$ cat config.mk
export PLATFORM = sky130hd
export DESIGN_NAME = mem_copy_engine
export DESIGN_NICKNAME = d
export VERILOG_FILES = /design/src/rtl/mem_copy_engine.sv
export SDC_FILE = /design/constraint.sdc
export NUM_CORES = 1
export LEC_CHECK = 0
export CAP_MARGIN = 10
export CORE_ASPECT_RATIO = 1.5
export CORE_MARGIN = 2
export CORE_UTILIZATION = 60
export CTS_CLUSTER_DIAMETER = 40
export DETAILED_ROUTE_END_ITERATION = 12
export DONT_BUFFER_PORTS = 1
export GPL_TIMING_DRIVEN = 0
export PLACE_DENSITY = 0.77
export SLEW_MARGIN = 20
export SYNTH_ARGS = -nofsm -noshare
export SYNTH_HDL_FRONTEND = slang
export SYNTH_SLANG_ARGS = --single-unit
$ cat constraint.sdc
create_clock -name clk -period 7.86 [get_ports clk]
set_input_delay 1.572 -clock clk [delete_from_list [all_inputs] [get_ports clk]]
set_output_delay 1.572 -clock clk [all_outputs]
set_load 0.03 [all_outputs]
$ cat src/rtl/mem_copy_engine.sv
// rtl/mem_copy_engine.sv - block copy / fill master for the single-port main memory
// Copies ascending from src to dst, or fills dst with a constant; owns the memory port while busy.
module mem_copy_engine #(
    parameter int WORD_SIZE   = 32,
    parameter int MEMORY_BITS = 5,
    parameter int MEMORY_SIZE = 32
) (
    input  logic                   clk,
    input  logic                   reset,
    input  logic                   start,
    input  logic                   mode,
    input  logic [MEMORY_BITS-1:0] src_addr,
    input  logic [MEMORY_BITS-1:0] dst_addr,
    input  logic [MEMORY_BITS:0]   length,
    input  logic [WORD_SIZE-1:0]   fill_data,
    input  logic                   abort,
    output logic                   busy,
    output logic                   done,
    output logic [MEMORY_BITS:0]   words_done,
    output logic [MEMORY_BITS-1:0] mem_address,
    output logic                   mem_read_signal,
    output logic                   mem_write_signal,
    output logic [WORD_SIZE-1:0]   mem_write_data,
    input  logic [WORD_SIZE-1:0]   mem_read_data
);

    localparam logic [MEMORY_BITS:0] MAX_LEN = (MEMORY_BITS+1)'(MEMORY_SIZE);
    localparam logic [MEMORY_BITS:0] ONE     = (MEMORY_BITS+1)'(1);

    typedef enum logic [1:0] {
        S_IDLE,
        S_READ,
        S_WRITE
    } state_t;

    state_t                 state_q, state_d;
    logic [MEMORY_BITS-1:0] src_q, src_d;
    logic [MEMORY_BITS-1:0] dst_q, dst_d;
    logic                   mode_q, mode_d;
    logic [WORD_SIZE-1:0]   fill_q, fill_d;
    logic [MEMORY_BITS:0]   len_q, len_d;
    logic [MEMORY_BITS:0]   idx_q, idx_d;
    logic [MEMORY_BITS:0]   words_done_q, words_done_d;
    logic                   busy_q, busy_d;
    logic                   done_q, done_d;
    logic                   rd_q, rd_d;
    logic                   wr_q, wr_d;
    logic [MEMORY_BITS-1:0] addr_q, addr_d;
    // Write-data register doubles as the copy buffer: it holds the word read in READ.
    logic [WORD_SIZE-1:0]   wdata_q, wdata_d;

    logic [MEMORY_BITS:0]   len_clamped;
    logic [MEMORY_BITS:0]   idx_inc;
    logic [MEMORY_BITS-1:0] cur_off;
    logic [MEMORY_BITS-1:0] next_off;

    assign len_clamped = (length > MAX_LEN) ? MAX_LEN : length;
    assign idx_inc     = idx_q + ONE;
    assign cur_off     = idx_q[MEMORY_BITS-1:0];
    assign next_off    = idx_inc[MEMORY_BITS-1:0];

    always_comb begin
        state_d      = state_q;
        src_d        = src_q;
        dst_d        = dst_q;
        mode_d       = mode_q;
        fill_d       = fill_q;
        len_d        = len_q;
        idx_d        = idx_q;
        words_done_d = words_done_q;
        busy_d       = busy_q;
        done_d       = 1'b0;
        rd_d         = 1'b0;
        wr_d         = 1'b0;
        addr_d       = addr_q;
        wdata_d      = wdata_q;

        case (state_q)
            S_IDLE: begin
                if (start) begin
                    src_d        = src_addr;
                    dst_d        = dst_addr;
                    mode_d       = mode;
                    fill_d       = fill_data;
                    len_d        = len_clamped;
                    idx_d        = '0;
                    words_done_d = '0;
                    if (len_clamped == '0) begin
                        done_d = 1'b1;
                    end else begin
                        busy_d = 1'b1;
                        if (mode) begin
                            state_d = S_WRITE;
                            wr_d    = 1'b1;
                            addr_d  = dst_addr;
                            wdata_d = fill_data;
                        end else begin
                            state_d = S_READ;
                            rd_d    = 1'b1;
                            addr_d  = src_addr;
                        end
                    end
                end
            end

            S_READ: begin
                if (abort) begin
                    state_d = S_IDLE;
                    busy_d  = 1'b0;
                end else begin
                    state_d = S_WRITE;
                    wr_d    = 1'b1;
                    addr_d  = dst_q + cur_off;
                    wdata_d = mem_read_data;
                end
            end

            S_WRITE: begin
                // The memory commits this word at the edge regardless of abort.
                idx_d        = idx_inc;
                words_done_d = words_done_q + ONE;
                if (abort) begin
                    state_d = S_IDLE;
                    busy_d  = 1'b0;
                end else if (idx_inc == len_q) begin
                    state_d = S_IDLE;
                    busy_d  = 1'b0;
                    done_d  = 1'b1;
                end else if (mode_q) begin
                    wr_d    = 1'b1;
                    addr_d  = dst_q + next_off;
                    wdata_d = fill_q;
                end else begin
                    state_d = S_READ;
                    rd_d    = 1'b1;
                    addr_d  = src_q + next_off;
                end
            end

            default: begin
                state_d = S_IDLE;
                busy_d  = 1'b0;
            end
        endcase
    end

    always_ff @(posedge clk or posedge reset) begin
        if (reset) begin
            state_q      <= S_IDLE;
            src_q        <= '0;
            dst_q        <= '0;
            mode_q       <= 1'b0;
            fill_q       <= '0;
            len_q        <= '0;
            idx_q        <= '0;
            words_done_q <= '0;
            busy_q       <= 1'b0;
            done_q       <= 1'b0;
            rd_q         <= 1'b0;
            wr_q         <= 1'b0;
            addr_q       <= '0;
            wdata_q      <= '0;
        end else begin
            state_q      <= state_d;
            src_q        <= src_d;
            dst_q        <= dst_d;
            mode_q       <= mode_d;
            fill_q       <= fill_d;
            len_q        <= len_d;
            idx_q        <= idx_d;
            words_done_q <= words_done_d;
            busy_q       <= busy_d;
            done_q       <= done_d;
            rd_q         <= rd_d;
            wr_q         <= wr_d;
            addr_q       <= addr_d;
            wdata_q      <= wdata_d;
        end
    end

    assign busy             = busy_q;
    assign done             = done_q;
    assign words_done       = words_done_q;
    assign mem_address      = addr_q;
    assign mem_read_signal  = rd_q;
    assign mem_write_signal = wr_q;
    assign mem_write_data   = wdata_q;

endmodule
* Word-level counts from Yosys, hierarchy flattened
Index checks and enable logic that the tools add are counted.
** Storage, ports and cells
- Bits of input ports :: 85
- Output and inout bits :: 47
- Register bits after elaboration :: 104
- Word-level logic and storage cells :: 97
** Operators by class
- $lt $le $gt $ge :: 1
- Equality and inequality tests :: 13
- Add/sub/neg operators :: 5
- Mux-type cells :: 54
- Reduce and logical (&&, ||, !) cells :: 10
** Operator list (number)
- $mux 32 :: 7
- $pmux 32 s3 :: 1
- $mux 5 :: 7
- $pmux 6 s2 :: 2
- $mux 1 :: 22
- $ne 2x2->1 const B :: 8
- $add 5x5->5 :: 3
- $pmux 5 s3 :: 1
- $mux 2 :: 7
- $add 6x1->6 const B :: 2
- $mux 6 :: 2
- $reduce_and 8->1 :: 1
- $eq 6x6->1 :: 1
- $gt 6x6->1 const B :: 1
- $logic_not 6->1 :: 1
- $pmux 1 s3 :: 2
- $pmux 2 s3 :: 1
- $reduce_and 6->1 :: 1
- $ne 4x4->1 const B :: 1
- $pmux 1 s2 :: 2
- $reduce_and 2->1 :: 2
- $reduce_and 4->1 :: 1
- $ne 3x3->1 const B :: 1
- $reduce_and 3->1 :: 1
- other kinds (5) :: 5

* Logic depth before layout (Yosys ltp)
- Depth in word-level cells :: 6
- Depth in mapped cells :: 11
- Depth with buffers taken out :: 10

* Worst setup path after synthesis
No wires, ideal clock.
- Path type :: input port to flip-flop
- Start point :: in length[2]
- End point :: reg wdata_q[0], in the netlist mem_write_data[0]
- Stages on the path :: 7
- Arrival time :: 3.069 ns
- Setup time :: 0.125 ns
- Setup slack :: 4.666 ns
- Required time :: 7.735 ns
- Path buffers :: 1
- Cell sequence :: nor4_1 > a211o_1 > a211oi_1 > and2_1 > a31oi_4 > buf_6 > mux2_4
** On the way
- Word-level cells in the longest chain between the ends :: 5
** RTL lines
- from (decl) :: line 14 : input logic [MEMORY_BITS:0] length,
- $gt 6x6->1 :: line 57 : assign len_clamped = (length > MAX_LEN) ? MAX_LEN : length;
- $mux 6 (*) :: line 57
- $logic_not 6->1 (*) :: line 88 : if (len_clamped == '0) begin
- $ne 2x2->1 (no line) (*)
- $reduce_and 8->1 (no line) (*)
- to (signal assigned) :: line 177 : wdata_q <= wdata_d;
- to (decl) :: line 50 : logic [WORD_SIZE-1:0] wdata_q, wdata_d;
Every way passes the cells marked *; elsewhere a longest branch is shown, timed or not.
A chain may end at the register's enable or synchronous reset.

* Worst setup path in the final report
- Start point :: in length[2]
- End point :: reg wdata_q[3], in the netlist mem_write_data[3]
The elaborated chain is that of the path after synthesis.

==> results.sh <==
export IMPL_finalHoldViolCount=0
export IMPL_path_cells="nor4_1 > a211o_1 > a211oi_1 > and2_1 > a31oi_4 > buf_6 > mux2_4"
export IMPL_crit_path_end_kind="flop"
export IMPL_start_util_pct=60.9
export IMPL_routed_wl_mm=14.0
export IMPL_avgSynthCellArea_sq_um=11.3
export IMPL_tightestPinTransition_ps=737
export IMPL_fmax_mhz=319
export IMPL_cp_required_ps=8090
export IMPL_die_area_sq_um=10100
export IMPL_io_pins=132
export IMPL_finalMaxSlewViolations=0
export IMPL_setup_viol=0
export IMPL_ys_warn_count=0
export IMPL_fp_row_count=43
export IMPL_die_x_um=82.7
export IMPL_port_buffer_count=0
export IMPL_slew_headroom_pct=50.9
export IMPL_numCtsBuffers=9
export IMPL_ys_ff_latch=104
export IMPL_drtIter0Drc=159
export IMPL_clock_path_buffers=2
export IMPL_timing_rr_start="idx_q[0]"
export IMPL_reg2reg_depth=8
export IMPL_grt_setup_unrepaired="no"
export IMPL_htreeDepth=3
export IMPL_cts_tree="done"
export IMPL_first_global_vias=4226
export IMPL_num_antenna_cells=0
export IMPL_critPathMaxFanout=10
export IMPL_syn_cell_area_sq_um=5570
export IMPL_post_route_util_pct=66.3
export IMPL_area_delta_synth_final_pct=8.81
export IMPL_cap_violations=0
export IMPL_startpoint="length[2]"
export IMPL_vias=3980
export IMPL_postCtsHoldBufs=0
export IMPL_drive_above_1_share_pct=20.0
export IMPL_fill_cells=729
export IMPL_cts_clk_slew_worst_paths_ps=70
export IMPL_via_per_inst=6.41
export IMPL_grt_max_degree=59
export IMPL_synth_cells=493
export IMPL_post_cts_buffers=0
export IMPL_clock_latency_ps=350
export IMPL_ctsResizeCount=0
export IMPL_ant_nets=0
export IMPL_synth_cell_types=48
export IMPL_hp_class="reg -> reg"
export IMPL_finalCriticalPeriod_ps=3130
export IMPL_start_kind="primary input"
export IMPL_cpPeakStageDelay_ps=420
export IMPL_grt_pass1_wl_mm=21.5
export IMPL_drcViolationCount=0
export IMPL_hold_path_startpoint="fill_q[14]"
export IMPL_die_h_um=122
export IMPL_path_class="in -> reg"
export IMPL_syn_nets=594
export IMPL_powerDensity_nw_per_um2=554
export IMPL_p_leak_nw=2.65
export IMPL_hold_depth=1
export IMPL_synth_seq_area_share_pct=46.7
export IMPL_coreArea_sq_um=9150
export IMPL_hpwl_mm=10.2
export IMPL_status="finished clean"
export IMPL_drt_pass1_iterations=4
export IMPL_overflow=0
export IMPL_holdWs_ps=512
export IMPL_fin_skew_ps=8.43
export IMPL_peakVddDrop_mv=0.335
export IMPL_setup_tns_ps=0
export IMPL_slowest_stage="nor4_1"
export IMPL_worstPathArrival_ps=3370
export IMPL_wire_per_inst_um=22.5
export IMPL_nets=606
export IMPL_grt_usage_pct=28.9
export IMPL_multi_input_area_sq_um=2770
export IMPL_finalCritPeriodShare_pct=39.9
export IMPL_cts_sinks=104
export IMPL_antenna_found_initial=0
export IMPL_cts_root_buffer="clkbuf_16"
export IMPL_place_congestion=0.887
export IMPL_seqCellArea_sq_um=2600
[synthesized netlist by cell type, drive strengths merged]
master / count / area (sq um)
a211o: 1 / 8.76
a211oi: 7 / 52.6
a21o: 4 / 30.0
a21oi: 45 / 225
a221o: 1 / 10.0
a22o: 3 / 26.3
a22oi: 35 / 263
a2bb2oi: 1 / 8.76
a31oi: 1 / 21.3
a32o: 3 / 30.0
a41oi: 1 / 8.76
and2: 1 / 6.26
and3: 2 / 12.5
buf: 10 / 61.3
clkbuf: 22 / 82.6
dfrtp: 104 / 2600
fa: 2 / 40.0
ha: 14 / 175
inv: 14 / 52.6
mux2: 84 / 1060
mux2i: 5 / 50.1
nand2: 22 / 82.6
nand2b: 6 / 37.5
nand3: 7 / 40.0
nor2: 42 / 158
nor2b: 4 / 25.0
nor3: 3 / 15.0
nor3b: 2 / 15.0
nor4: 3 / 18.8
nor4b: 2 / 23.8
o211ai: 1 / 7.51
o21a: 1 / 7.51
o21ai: 17 / 96.4
o22a: 1 / 8.76
o31ai: 1 / 7.51
o32ai: 2 / 17.5
o41a: 1 / 11.3
or4: 1 / 7.51
xnor2: 10 / 87.6
xor2: 6 / 52.6
xor3: 1 / 23.8
[power by group]
part | internal [W] | switching [W] | total [W]
sequential | 0.000797 | 0.000418 | 0.00122
combinational | 0.000820 | 0.000832 | 0.00165
clock | 0.000280 | 0.000208 | 0.000489
[per-layer routing]
metal | track usage [%] | part of all wire (%) | vias up
met1 | 33.7 | 37 | 2006
met2 | 48.5 | 53 | 146
met3 | 8.89 | 7.7 | 24
met4 | 12.0 | 2.5 | 0
li1 | - | - | 1804
met5 | 0 | 0 | -
[state kept, by name (all words and copies together), names as in the netlist, 2 cells and up]
| name | count |
|---|---|
| mem_address | 5 |
| src_q | 5 |
| dst_q | 5 |
| fill_q | 32 |
| idx_q | 6 |
| state_q | 2 |
| words_done | 6 |
| mem_write_data | 32 |
| len_q | 6 |
[cell usage in the layout (no fill, tap or decap), types with 5 or more instances in the layout]
master,count
xor2_1,6
mux2_4,30
inv_1,13
nand2b_1,6
dfrtp_1,104
mux2_2,47
a211oi_1,7
clkbuf_16,9
nand3_1,6
buf_1,6
ha_1,14
nand2_1,22
mux2_1,7
a21oi_1,45
mux2i_1,5
clkbuf_1,22
xnor2_1,10
a22oi_1,35
nor2_1,42
o21ai_0,16
[through the flow]
| step | instances | setup slack (ps) | cell area (sq um) | total power (W) |
|---|---|---|---|---|
| floorplan | 493 | 3560 | 5570 | 0.00247 |
| global placement | 605 | 2470 | 5710 | 0.00278 |
| detailed placement | 606 | 4370 | 5740 | 0.00286 |
| CTS | 621 | 4740 | 6060 | 0.00335 |
| global route | 621 | 4640 | 6060 | 0.00354 |
| finish | 621 | 4730 | 6060 | 0.00336 |
[final timing paths]
check	slack [ps]	endpoint
setup / recovery	4730	mem_write_data[3]
max in group asynchronous	6130	fill_q[26]
min in group asynchronous	1090	mem_write_data[5]
hold / removal	510	fill_q[14]
hold reg to reg	510	fill_q[14]
setup reg to reg	4900	mem_write_data[3]
[kinds of logic (layout without fill, tap and decap cells)]
| logic type | after synthesis | after routing | share of synthesized area [%] |
|---|---|---|---|
| simple gates | 95 | 95 | 7.93 |
| flops | 104 | 104 | 46.7 |
| compound gates | 126 | 126 | 15.1 |
| xor+xnor | 17 | 17 | 2.94 |
| mux | 89 | 89 | 19.9 |
| buf+inv | 46 | 62 | 3.53 |
| fa+ha+maj | 16 | 16 | 3.86 |
[cell type report]
type,instances,area share (%)
flip-flops and latches,104,42.9
inverters,14,0.950
clock inverters,6,1.53
repair buffers,1,0.454
multi-input cells,343,45.7
clock buffers,9,3.72
plain buffers,32,2.37
well taps,112,2.31
[critical path: cells and delay by family]
kind,cells,cell delay (ps)
AO/OA/AOI/OAI,3,600
AND/OR/NAND/NOR,2,630
buffers and inverters,1,240
multiplexers,1,310
(Power assumes the default switching activity.)
